**src/rtl/multicycle_control_unit.sv**
```systemverilog
// Multi-cycle RV32I control unit: sequences fetch/decode/execute/memory/write-back
// and drives datapath enables per state. Instruction and data accesses share one
// bus port with a ready handshake and an optional wait timeout.
// Optional feature macro: BRANCH_EXT_EN adds BLT/BGE/BLTU/BGEU branch decode
// (outputs BranchLT, BranchGE, BranchUns).
module multicycle_control_unit #(
  parameter int ALUOP_W     = 3,
  parameter int IMMSEL_W    = 3,
  parameter int MEM_TIMEOUT = 255,
  parameter int TO_W        = 8
) (
  input  logic                clk,
  input  logic                rst,
  input  logic [6:0]          opCode,
  input  logic [2:0]          funct,
  input  logic                mem_ready,
  output logic                PCWrite,
  output logic                PCSrc,
  output logic                IRWrite,
  output logic                HADDR_Sel,
  output logic                MemRead,
  output logic                MemWrite,
  output logic                MemtoReg,
  output logic                RegWrite,
  output logic [1:0]          ALUSrcA,
  output logic [1:0]          ALUSrcB,
  output logic [ALUOP_W-1:0]  ALUOp,
  output logic [IMMSEL_W-1:0] immediateSel,
  output logic                BranchEQ,
  output logic                BranchNE,
`ifdef BRANCH_EXT_EN
  output logic                BranchLT,
  output logic                BranchGE,
  output logic                BranchUns,
`endif
  output logic                instr_done,
  output logic                trap,
  output logic                bus_err
);

  localparam logic [6:0] OP_RTYPE  = 7'b0110011;
  localparam logic [6:0] OP_ITYPE  = 7'b0010011;
  localparam logic [6:0] OP_LOAD   = 7'b0000011;
  localparam logic [6:0] OP_STORE  = 7'b0100011;
  localparam logic [6:0] OP_BRANCH = 7'b1100011;
  localparam logic [6:0] OP_JAL    = 7'b1101111;
  localparam logic [6:0] OP_JALR   = 7'b1100111;
  localparam logic [6:0] OP_AUIPC  = 7'b0010111;

  localparam logic [ALUOP_W-1:0] ALU_ADD   = ALUOP_W'(3'b000);
  localparam logic [ALUOP_W-1:0] ALU_SUB   = ALUOP_W'(3'b001);
  localparam logic [ALUOP_W-1:0] ALU_FUNCT = ALUOP_W'(3'b010);

  localparam logic [IMMSEL_W-1:0] IMM_I = IMMSEL_W'(3'b000);
  localparam logic [IMMSEL_W-1:0] IMM_S = IMMSEL_W'(3'b001);
  localparam logic [IMMSEL_W-1:0] IMM_B = IMMSEL_W'(3'b010);
  localparam logic [IMMSEL_W-1:0] IMM_J = IMMSEL_W'(3'b100);
  localparam logic [IMMSEL_W-1:0] IMM_U = IMMSEL_W'(3'b101);

  localparam logic [1:0] SRCA_PC    = 2'b00;
  localparam logic [1:0] SRCA_RD1   = 2'b01;
  localparam logic [1:0] SRCA_OLDPC = 2'b10;
  localparam logic [1:0] SRCB_RD2   = 2'b00;
  localparam logic [1:0] SRCB_IMM   = 2'b01;
  localparam logic [1:0] SRCB_FOUR  = 2'b10;

  typedef enum logic [3:0] {
    FETCH,
    DECODE,
    EXEC_R,
    EXEC_I,
    AUIPC_ST,
    ALU_WB,
    MEM_ADDR,
    MEM_RD,
    MEM_WB,
    MEM_WR,
    BRANCH,
    JAL_ST,
    JALR_ADDR,
    JALR_WB,
    TRAP
  } stateT;

  stateT           state;
  logic [TO_W-1:0] waitCnt;
  logic [TO_W-1:0] waitNext;
  logic            busErr;
  logic            timeoutHit;
  logic            branchLegal;

  // A wait expires when the counter has reached the limit and the bus is still not ready;
  // a ready in that same cycle takes priority and completes the access normally.
  assign timeoutHit = (MEM_TIMEOUT != 0) && (waitCnt == TO_W'(MEM_TIMEOUT)) && !mem_ready;

  // Saturate rather than wrap so a disabled timeout never sees a spurious small count.
  assign waitNext = (waitCnt == '1) ? waitCnt : waitCnt + TO_W'(1);

  // Classify funct3 of a conditional branch as supported or illegal for this build.
  always_comb begin
    branchLegal = 1'b0;
    case (funct)
      3'b000, 3'b001: branchLegal = 1'b1;
`ifdef BRANCH_EXT_EN
      3'b100, 3'b101, 3'b110, 3'b111: branchLegal = 1'b1;
`endif
      default: branchLegal = 1'b0;
    endcase
  end

  // State sequencing, bus wait counting and the sticky timeout flag.
  always_ff @(posedge clk) begin
    if (!rst) begin
      state   <= FETCH;
      waitCnt <= '0;
      busErr  <= 1'b0;
    end else begin
      waitCnt <= '0;
      case (state)
        FETCH: begin
          if (mem_ready) begin
            state <= DECODE;
          end else if (timeoutHit) begin
            state  <= TRAP;
            busErr <= 1'b1;
          end else begin
            waitCnt <= waitNext;
          end
        end
        DECODE: begin
          case (opCode)
            OP_RTYPE:          state <= EXEC_R;
            OP_ITYPE:          state <= EXEC_I;
            OP_LOAD, OP_STORE: state <= MEM_ADDR;
            OP_BRANCH:         state <= branchLegal ? BRANCH : TRAP;
            OP_JAL:            state <= JAL_ST;
            OP_JALR:           state <= JALR_ADDR;
            OP_AUIPC:          state <= AUIPC_ST;
            default:           state <= TRAP;
          endcase
        end
        EXEC_R, EXEC_I, AUIPC_ST: begin
          state <= ALU_WB;
        end
        MEM_ADDR: begin
          state <= (opCode == OP_STORE) ? MEM_WR : MEM_RD;
        end
        MEM_RD: begin
          if (mem_ready) begin
            state <= MEM_WB;
          end else if (timeoutHit) begin
            state  <= TRAP;
            busErr <= 1'b1;
          end else begin
            waitCnt <= waitNext;
          end
        end
        MEM_WR: begin
          if (mem_ready) begin
            state <= FETCH;
          end else if (timeoutHit) begin
            state  <= TRAP;
            busErr <= 1'b1;
          end else begin
            waitCnt <= waitNext;
          end
        end
        JALR_ADDR: begin
          state <= JALR_WB;
        end
        ALU_WB, MEM_WB, BRANCH, JAL_ST, JALR_WB: begin
          state <= FETCH;
        end
        TRAP: begin
          state <= TRAP;
        end
        default: begin
          state <= TRAP;
        end
      endcase
    end
  end

  // Decode datapath controls from the current state; everything is held low during reset.
  always_comb begin
    PCWrite      = 1'b0;
    PCSrc        = 1'b0;
    IRWrite      = 1'b0;
    HADDR_Sel    = 1'b0;
    MemRead      = 1'b0;
    MemWrite     = 1'b0;
    MemtoReg     = 1'b0;
    RegWrite     = 1'b0;
    ALUSrcA      = SRCA_PC;
    ALUSrcB      = SRCB_RD2;
    ALUOp        = ALU_ADD;
    immediateSel = IMM_I;
    BranchEQ     = 1'b0;
    BranchNE     = 1'b0;
`ifdef BRANCH_EXT_EN
    BranchLT     = 1'b0;
    BranchGE     = 1'b0;
    BranchUns    = 1'b0;
`endif
    instr_done   = 1'b0;
    trap         = 1'b0;
    bus_err      = 1'b0;
    if (rst) begin
      bus_err = busErr;
      case (state)
        FETCH: begin
          MemRead = 1'b1;
          ALUSrcA = SRCA_PC;
          ALUSrcB = SRCB_FOUR;
          ALUOp   = ALU_ADD;
          IRWrite = mem_ready;
          PCWrite = mem_ready;
        end
        DECODE: begin
          ALUSrcA      = SRCA_OLDPC;
          ALUSrcB      = SRCB_IMM;
          ALUOp        = ALU_ADD;
          immediateSel = (opCode == OP_JAL) ? IMM_J : IMM_B;
        end
        EXEC_R: begin
          ALUSrcA = SRCA_RD1;
          ALUSrcB = SRCB_RD2;
          ALUOp   = ALU_FUNCT;
        end
        EXEC_I: begin
          ALUSrcA      = SRCA_RD1;
          ALUSrcB      = SRCB_IMM;
          ALUOp        = ALU_FUNCT;
          immediateSel = IMM_I;
        end
        AUIPC_ST: begin
          ALUSrcA      = SRCA_OLDPC;
          ALUSrcB      = SRCB_IMM;
          ALUOp        = ALU_ADD;
          immediateSel = IMM_U;
        end
        ALU_WB: begin
          RegWrite   = 1'b1;
          instr_done = 1'b1;
        end
        MEM_ADDR: begin
          ALUSrcA      = SRCA_RD1;
          ALUSrcB      = SRCB_IMM;
          ALUOp        = ALU_ADD;
          immediateSel = (opCode == OP_STORE) ? IMM_S : IMM_I;
        end
        MEM_RD: begin
          MemRead   = 1'b1;
          HADDR_Sel = 1'b1;
        end
        MEM_WB: begin
          RegWrite   = 1'b1;
          MemtoReg   = 1'b1;
          instr_done = 1'b1;
        end
        MEM_WR: begin
          MemWrite   = 1'b1;
          HADDR_Sel  = 1'b1;
          instr_done = mem_ready;
        end
        BRANCH: begin
          ALUSrcA    = SRCA_RD1;
          ALUSrcB    = SRCB_RD2;
          ALUOp      = ALU_SUB;
          PCSrc      = 1'b1;
          BranchEQ   = (funct == 3'b000);
          BranchNE   = (funct == 3'b001);
`ifdef BRANCH_EXT_EN
          BranchLT   = (funct == 3'b100) || (funct == 3'b110);
          BranchGE   = (funct == 3'b101) || (funct == 3'b111);
          BranchUns  = (funct == 3'b110) || (funct == 3'b111);
`endif
          instr_done = 1'b1;
        end
        JAL_ST, JALR_WB: begin
          ALUSrcA    = SRCA_OLDPC;
          ALUSrcB    = SRCB_FOUR;
          ALUOp      = ALU_ADD;
          RegWrite   = 1'b1;
          PCWrite    = 1'b1;
          PCSrc      = 1'b1;
          instr_done = 1'b1;
        end
        JALR_ADDR: begin
          ALUSrcA      = SRCA_RD1;
          ALUSrcB      = SRCB_IMM;
          ALUOp        = ALU_ADD;
          immediateSel = IMM_I;
        end
        TRAP: begin
          trap = 1'b1;
        end
        default: begin
          trap = 1'b0;
        end
      endcase
    end
  end

endmodule

```
**config.mk**
```make
export PLATFORM = sky130hd
export DESIGN_NAME = multicycle_control_unit
export DESIGN_NICKNAME = d
export VERILOG_FILES = /design/src/rtl/multicycle_control_unit.sv
export SDC_FILE = /design/constraint.sdc
export NUM_CORES = 1
export LEC_CHECK = 0
export ABC_AREA = 1
export CAP_MARGIN = 40
export CORE_ASPECT_RATIO = 1.25
export CORE_MARGIN = 4
export CORE_UTILIZATION = 25
export CTS_CLUSTER_DIAMETER = 100
export DETAILED_ROUTE_END_ITERATION = 6
export GPL_TIMING_DRIVEN = 0
export HOLD_SLACK_MARGIN = 0.02
export SYNTH_ARGS = -nofsm -noshare
export SYNTH_HDL_FRONTEND = slang
export SYNTH_SLANG_ARGS = --single-unit
export TNS_END_PERCENT = 30
```
**constraint.sdc**
```tcl
create_clock -name clk -period 2.1 [get_ports clk]
set_clock_uncertainty 0.2 [all_clocks]
set_input_delay 0.21 -clock clk [delete_from_list [all_inputs] [get_ports clk]]
set_output_delay 0.21 -clock clk [all_outputs]
set_load 0.005 [all_outputs]
```
# Word-level counts from Yosys, hierarchy flattened
# Cells that the tools add are included.
# Widths: inputs -> output; s select.
[word_totals]
elab_cells = 96
output_inout_bits = 23
register_bits = 13
[op_classes]
bitwise_logic = 3
n_eq_ne = 24
muxes = 44
reduce_logical = 21
add_sub_neg = 1
[op_table]
columns = ["operator", "count"]
rows = [
  ["$pmux 4 s8", 1],
  ["$eq 4x4->1 const B", 7],
  ["$pmux 4 s7", 1],
  ["$mux 1", 25],
  ["$eq 7x7->1 const B", 3],
  ["$mux 4", 5],
  ["$eq 4x3->1 const B", 4],
  ["$reduce_or 5->1", 3],
  ["$eq 7x5->1 const B", 2],
  ["$eq 7x6->1 const B", 2],
  ["$pmux 2 s2", 3],
  ["$reduce_or 2->1", 6],
  ["$reduce_or 3->1", 4],
  ["$reduce_or 4->1", 3],
  ["$mux 3", 3],
  ["$pmux 3 s3", 1],
  ["$add 8x1->8 const B", 1],
  ["$eq 4x2->1 const B", 2],
  ["$eq 8x8->1 const B", 1],
  ["$eq 7x2->1 const B", 1],
  ["$mux 2", 3],
  ["$eq 4x1->1 const B", 1],
  ["$logic_not 4->1", 1],
  ["$pmux 1 s2", 2],
  ["6 further kinds", 8],
]

# Logic depth before layout (Yosys ltp)
[logic_depth]
ltp_word = 6
mapped_depth = 9
mapped_depth_nobuf = 9

# Worst setup path before layout
# No wires, ideal clock.
[synth_path]
path_kind = "reg-to-reg"
start = "reg waitCnt[0]"
end = "reg state[2]"
stages_incl_launch_ff = 10
arrival_time_ns = 1.221
path_buffers = 0
synth_period_minus_slack_ns = 1.479
path_slack_ns = 0.621
path_cell_list = "dfxtp_1 > ha_1 > inv_1 > nor2_2 > nand2_1 > nand2_1 > nand3_1 > nand2_1 > nand2_1 > nand2_1"
[synth_between]
elab_chain_cells = 5
word_cells_on_any_way = 7
classes_between = "eq/ne (1); mux (5); reduce/logical (1)"
[synth_rtl]
columns = ["item", "line_no", "rtl"]
rows = [
  ["from (decl)", "86", "logic [TO_W-1:0] waitCnt;"],
  ["from (signal assigned)", "127", "waitCnt <= waitNext;"],
  ["from (signal assigned)", "155", "waitCnt <= waitNext;"],
  ["from (signal assigned)", "165", "waitCnt <= waitNext;"],
  ["$eq 8x8->1 (*)", "94", "assign timeoutHit = (MEM_TIMEOUT != 0) && (waitCnt == TO_W'(MEM_TIMEOUT)) && !mem_ready;"],
  ["$logic_and 1x1->1 (*)", "94", ""],
  ["$mux 4 (*)", "--", ""],
  ["$mux 4, on equally long branches", "--", ""],
  ["$pmux 4 s8 (*)", "--", ""],
  ["to (signal assigned)", "135", "OP_BRANCH: state <= branchLegal ? BRANCH : TRAP;"],
  ["to (signal assigned)", "146", "state <= (opCode == OP_STORE) ? MEM_WR : MEM_RD;"],
  ["to (decl)", "85", "stateT state;"],
]
# Mark *: on every way between the ends. The rest lies on a longest branch, timed or not.
# A chain may end at the register's enable or synchronous reset.

# Worst setup path in the final report
[layout_path]
start = "reg state[2]"
end = "out ALUSrcA[0]"
[layout_between]
elab_chain_cells = 4
word_cells_on_any_way = 13
classes_between = "eq/ne (9); mux (2); reduce/logical (2)"
[layout_rtl]
columns = ["item", "line_no", "rtl"]
rows = [
  ["$eq 4x4->1, or another cell as far along", "210", "case (state)"],
  ["$reduce_or 5->1 (no source line) / $reduce_or 4->1 (equally long branches)", "--", ""],
  ["$pmux 2 s2 (*)", "210", ""],
  ["$mux 2 (*)", "208", "if (rst) begin"],
  ["to (decl)", "25", "output logic [1:0] ALUSrcA,"],
]
# Marked as above.

==> results_dict.tcl <==
set metrics [dict create \
    status "complete, but fails checks" \
    violations "negative setup slack" \
    hold_depth 1 \
    wl_mm 2.916 \
    gp_congestion 0.7958 \
    cp-end-kind "output pin" \
    ys_seq_area_frac 0.2291 \
    crit_required_ns 1.69 \
    drt-vias-per-instance 4.327 \
    final_nets 254 \
    fp.coreArea_mm2 0.004392 \
    crit_path_cell_trace "inv_2 > nor2_4 > nand2_1 > nand2_1 > nor2_1 > a21oi_1 > clkdlybuf4s50_1" \
    hold_violations 0 \
    critPathMaxFanout 5 \
    yosys_warnings 0 \
    synth_area_per_cell_um2 5.680 \
    maxCapViolCount 0 \
    reg2reg_slack_ns 0.42 \
    initial_core_util 0.2587 \
    hp-start "waitCnt[0]" \
    synth_area_leaders "dfxtp_1 23%, nand2_1 21%, nor2_1 12%" \
    clockBufferDepth 2 \
    cts_sinks 13 \
    io_pins 36 \
    syn2layout_area_growth_pct 48.02 \
    cellPowerDensity_mw_per_mm2 886.2 \
    cts_hold_buf 0 \
    diodes 0 \
    holdPathEnd "waitCnt[0]" \
    ys_types 29 \
    wire_per_inst_um 9.818 \
    max_stage_delay_ns 0.52 \
    chipWidth_um 68.30 \
    hold_path.class "register to register" \
    dieArea_mm2 0.005694 \
    finalSetupTns_ns -0.06138 \
    grt_antenna_before_repair 0 \
    cpMostUsedCell "nand2_1" \
    clock-root-buffer "clkbuf_8" \
    drtAntennaViolNets 0 \
    remaining_drc_errors 0 \
    drtIter0Drc 24 \
    max_freq_mhz 468.4 \
    dr.pass1.iters 4 \
    synth_largest_area_cell "dfxtp_1" \
    dpl_worst_slack_ns -0.3034 \
    critPathLaunchType "register" \
    min_period_ns 2.135 \
    grt_max_degree 11 \
    r2r_cells 9 \
    setup_ws_ns -0.03515 \
    irDropWorstVdd_v 0.0002618 \
    syn_area_mm2 0.001136 \
    track_usage 0.1092 \
    synth_top_area_frac 0.2291 \
    grt_pass1_wl_mm 4.974 \
    synth-seq-cells 13 \
    dp.cells 292 \
    finalCritPeriodShare 1.017 \
    portBuffers 34 \
    drive_above_1_share 0.1506 \
    setup_viol 2 \
    clk_latency_ns 0.25 \
    maxSlewViolCount 0 \
    final_core_util 0.3829 \
    rr_startpoint "waitCnt[0]" \
    synth_nets 214 \
    vias 1285 \
    cts_tree "yes" \
    critPathSlowestCell "clkdlybuf4s50_1" \
    leakage_uw 0.0009311 \
    cts_made_buffers 3 \
    path_class "register to output pin" \
    path_clk_slew_ns 0.06 \
    htreeDepth 1 \
    die_height_um 83.37 \
    hpwl_mm 2.404 \
    grt.overflow.total 0 \
    reg2reg_to "state[2]" \
    rsz0062_at_grt "true" \
    fin_cells 297 \
    rows 27 \
    synth_cells 200 \
    grt_pass1_vias 1217 \
    critPathArrivalTime_ns 1.73 \
]
## logic make-up after synthesis
group | after synthesis | synth area share
xor+xnor | 5 | 0.03855
flops | 13 | 0.2291
other cells | 1 | 0.003301
simple gates | 131 | 0.5154
fa+ha+maj | 1 | 0.01101
compound gates | 17 | 0.08701
buf+inv | 32 | 0.1156
## worst max path at each step
stage | from | cells past startpoint | slack, ns | endpoint
finish | state[2] | 7 | -0.04 | ALUSrcA[0]
detailed placement | rst | 5 | -0.30 | instr_done
floorplan | waitCnt[0] | 9 | 0.62 | state[2]
CTS | state[3] | 8 | -0.12 | immediateSel[2]
global placement | rst | 5 | -0.29 | instr_done
global route | state[2] | 7 | -0.15 | ALUSrcA[0]
## state kept, by name (all words and copies together), names as in the netlist
register / flops
busErr: 1
state: 4
waitCnt: 8
## routing by layer
| layer | track usage | part of all wire |
|---|---|---|
| met5 | 0 | 0 |
| met4 | 0.04882 | 0.020 |
| met3 | 0.02165 | 0.038 |
| met2 | 0.1816 | 0.49 |
| met1 | 0.1306 | 0.46 |
## cells in the final DEF, fill, tap and decap left out
cell type	count
dlymetal6s2s_1	9
o211ai_1	1
xnor2_1	3
dfxtp_1	9
nand2_1	59
nor2_2	6
inv_1	25
clkbuf_2	1
a21oi_2	1
a21oi_1	9
dlygate4sd2_1	2
a41oi_1	1
xor2_1	2
clkbuf_8	3
conb_1	1
clkdlybuf4s15_1	1
dfxtp_4	4
nor2_4	4
nand4_1	4
clkdlybuf4s50_1	22
nand3_1	16
ha_1	1
nand3_4	1
buf_4	2
buf_6	1
inv_2	4
nor4_1	2
nor2_1	29
o21ai_0	1
o21ai_1	2
nand2_2	7
a21boi_0	1
o22ai_2	1
nand4_4	1
clkbuf_1	1
nor3_1	2
## critical path, delay by kind of cell, from the launching register on
kind | cells | cell delay [ns]
AO/OA/AOI/OAI | 1 | 0.11
buffers and inverters | 2 | 0.59
flip-flops | 1 | 0.40
AND/OR/NAND/NOR | 4 | 0.38
## power by group
part | switching [uW] | total (uW) | internal (uW)
logic | 468 | 866 | 398
registers | 90.1 | 400 | 310
clock network | 90.8 | 225 | 134
total | 649 | 1490 | 841
## cell type report
type / instances / area (um2)
Tap cell: 58 / 72.57
Sequential cell: 13 / 275.3
Fill cell: 492 / 2710
Buffer: 3 / 23.77
Clock buffer: 4 / 45.04
Timing Repair Buffer: 35 / 367.9
Multi-Input combinational cell: 155 / 788.3
Inverter: 29 / 108.9
## stage by stage
stage	power (uW)	hold slack (ns)	cell area, um2
detailed placement	1192	0.2542	1549
CTS	1457	0.2665	1617
global placement	1195	0.2289	1549
floorplan	878.0	0.1896	1136
finish	1490	0.2586	1682
global route	1641	0.2941	1682
## cell usage after synthesis
| library cell | n |
|---|---|
| nor2_1 | 35 |
| nand3_4 | 1 |
| inv_1 | 26 |
| a21oi_2 | 1 |
| nor3_1 | 2 |
| nand4_4 | 1 |
| nand2_1 | 64 |
| xnor2_1 | 3 |
| conb_1 | 1 |
| a21boi_0 | 1 |
| nor2_2 | 2 |
| a41oi_1 | 1 |
| o21ai_1 | 1 |
| a21oi_1 | 9 |
| inv_2 | 3 |
| nor4_1 | 2 |
| xor2_1 | 2 |
| buf_4 | 1 |
| o22ai_1 | 1 |
| o211ai_1 | 1 |
| nor2_4 | 2 |
| nand3_1 | 16 |
| nand2_2 | 2 |
| buf_6 | 1 |
| dfxtp_1 | 13 |
| nand4_1 | 4 |
| o21ai_0 | 2 |
| ha_1 | 1 |
| clkbuf_1 | 1 |
## repair_timing
item | CTS | global route
resized for setup | 16 | 22
setup endpoints to repair | 21 | 16
setup buffers | 0 | 1
hold endpoints to repair | 0 | 0
pin swaps | 1 | 2
No activity file was read; power rests on OpenSTA's default activity.
==> edit: new RTL, config.mk and constraints unchanged <==
The parameter `ALUOP_W` goes from 3 to 6.
--- a/src/rtl/multicycle_control_unit.sv
+++ b/src/rtl/multicycle_control_unit.sv
@@ -4,7 +4,7 @@
 // Optional feature macro: BRANCH_EXT_EN adds BLT/BGE/BLTU/BGEU branch decode
 // (outputs BranchLT, BranchGE, BranchUns).
 module multicycle_control_unit #(
-  parameter int ALUOP_W     = 3,
+  parameter int ALUOP_W     = 6,
   parameter int IMMSEL_W    = 3,
   parameter int MEM_TIMEOUT = 255,
   parameter int TO_W        = 8
Ports: changed (resized ALUOp); port bits go from 36 to 39. The function was not compared with the original's and may differ.
==> edit against the unedited design <==
Critical path type unchanged. Cell area is 2.2% higher. The flow still finishes with violations (negative setup slack). Total power is 0.63% higher. Combinational power is 2.4% higher. Wire length is 0.41% higher. Sequential cell count stayed put. Largest cell class unchanged. Count of clock-buffer cells in the layout stayed put. Setup slack better by 0.029 ns. Synthesized area is 2.0% higher.
==> edit: results (changes against the unedited design) <==
Status: finished with violations
Failing checks: negative setup slack
Final net count: 259 (+2.0%)
Max incr delay on CP: 0.49 ns (-0.03 ns)
Final Worst Setup Slack: -0.006192 ns (+0.02896 ns)
Ranking of synthesized cells by area: dfxtp_1 (22%), nand2_1 (21%), nor2_1 (11%), inv_1 (8.4%), nand3_1 (6.9%)
Max clock buf depth: 2 (unchanged)
Maximum VDD drop: 0.2296 mV (-12%)
Routed vias/inst: 4.344 (+0.41%)
Port Buf Inserts: 34 (unchanged)
Crit Path Max Fanout: 5 (unchanged)
Post-synthesis sequential area ratio: 22.46% (-0.45 points)
Clk pin slew, worst setup/hold paths: 0.05 ns
Lkg Pwr: 0.9573 nW (+2.8%)
Total GRT Usage: 10.28% (-0.65 points)
Starting DRT DRC Count: 16 (-33%)
FILL cells: 523 (+6.3%)
Worst Hold Class: flip-flop to flip-flop
Worst reg2reg path startpoint: waitCnt[1]$_SDFFE_PP0P_
Fraction of layout cells with a size suffix above 1: 15.98% (+0.92 points)
GPL Wtd Cong: 0.8742 (+9.9%)
Yosys warning count: 0 (unchanged)
Worst path slowest cell: clkdlybuf4s50_1
Initial antenna violation count: 0 (unchanged)
Setup-failing EPs final: 1 (-1)
Largest net degree at the start of global routing: 11 (unchanged)
Critical Path AT: 1.70 ns (-0.03 ns)
Worst slack, placed: -0.2869 ns (+0.01649 ns)
Worst-Skew Late Latency: 0.23 ns (-0.02 ns)
Min Hold Slack: 0.2492 ns (-0.009345 ns)
First-pass GRT wire length: 4.912 mm (-1.2%)
Hold EP: waitCnt[0]$_SDFFE_PP0P_
Vias in the first global route: 1251 (+2.8%)
Total negative slack: -0.006192 ns (+0.05519 ns)
Routed wire length: 2.928 mm (+0.41%)
HPWL after DPL: 2.493 mm (+3.7%)
R2r setup slk: 0.42 ns (about the same)
Most common library cells after synthesis: nand2_1 (64), nor2_1 (35), inv_1 (26)
edit: cell types whose count changed after synthesis, sizes merged:
cell  change
buf       +3
edit: kinds of logic after synthesis:
family / count (synthesis) / synth area share [%]
buffers and inverters: 35 / 13.28
other: 1 / 0.3237
DFF: 13 / 22.46
and+or+nand+nor: 131 / 50.54
AOI/OAI and AO/OA: 17 / 8.532
xor gates and xnor gates: 5 / 3.780
adders and majority gates: 1 / 1.080
edit: where the power goes:
part | total [W] | switching (W) | internal (W)
clock | 0.000212 | 0.0000785 | 0.000133
sequential | 0.000401 | 0.0000910 | 0.000310
combinational | 0.000887 | 0.000489 | 0.000398
total | 0.00150 | 0.000658 | 0.000841
edit: cell type report:
class                      instances  area [µm²]  area share (%)
multi-input combinational        158       812.0           47.23
timing repair buffer              34       359.1           20.89
sequential                        13       275.3           16.01
inverter                          29       108.9           6.332
tap                               58       72.57           4.221
buffer                             6       46.29           2.693
clock buffer                       4       45.04           2.620
edit: metal layers:
layer	part of all wire (%)	global-route usage, %
met2	53	19.01
met5	0	0
met1	42	11.77
met3	4.5	1.482
met4	0.72	2.660
edit: per-stage QoR:
step / util, % / std cells / cell area, µm² / total power, W
2_1_floorplan: - / 206 / 1170 / 0.0008832
3_3_place_gp: 35.49 / 298 / 1583 / 0.001202
3_5_place_dp: 35.49 / 298 / 1583 / 0.001209
4_1_cts: 37.18 / 302 / 1658 / 0.001462
5_1_grt: 38.55 / 302 / 1719 / 0.001638
6_report: 38.55 / 302 / 1719 / 0.001500
edit: worst max path at each step:
| stage | startpoint | endpoint | slack [ns] | cells after the start |
|---|---|---|---|---|
| 2_1_floorplan | waitCnt[0]$_SDFFE_PP0P_ | state[2]$_SDFF_PN0_ | 0.62 | 9 |
| 3_3_place_gp | rst | instr_done | -0.30 | 5 |
| 3_5_place_dp | rst | instr_done | -0.29 | 5 |
| 4_1_cts | state[0]$_SDFF_PN0_ | PCWrite | -0.11 | 6 |
| 5_1_grt | state[1]$_SDFF_PN0_ | ALUSrcA[1] | -0.13 | 8 |
| 6_report | state[3]$_SDFF_PN0_ | PCSrc | -0.006 | 7 |
edit: timing repair:
| action | 4_1_cts | 5_1_grt |
|---|---|---|
| resized for setup | 20 | 20 |
| endpoints found under the setup margin | 21 | 16 |
| pin swaps | 2 | 3 |
edit: critical path: cells and delay by family (launching register included):
kind,cells,cell delay [ns]
buf+inv,3,0.64
simple gates,4,0.43
flops,1,0.39
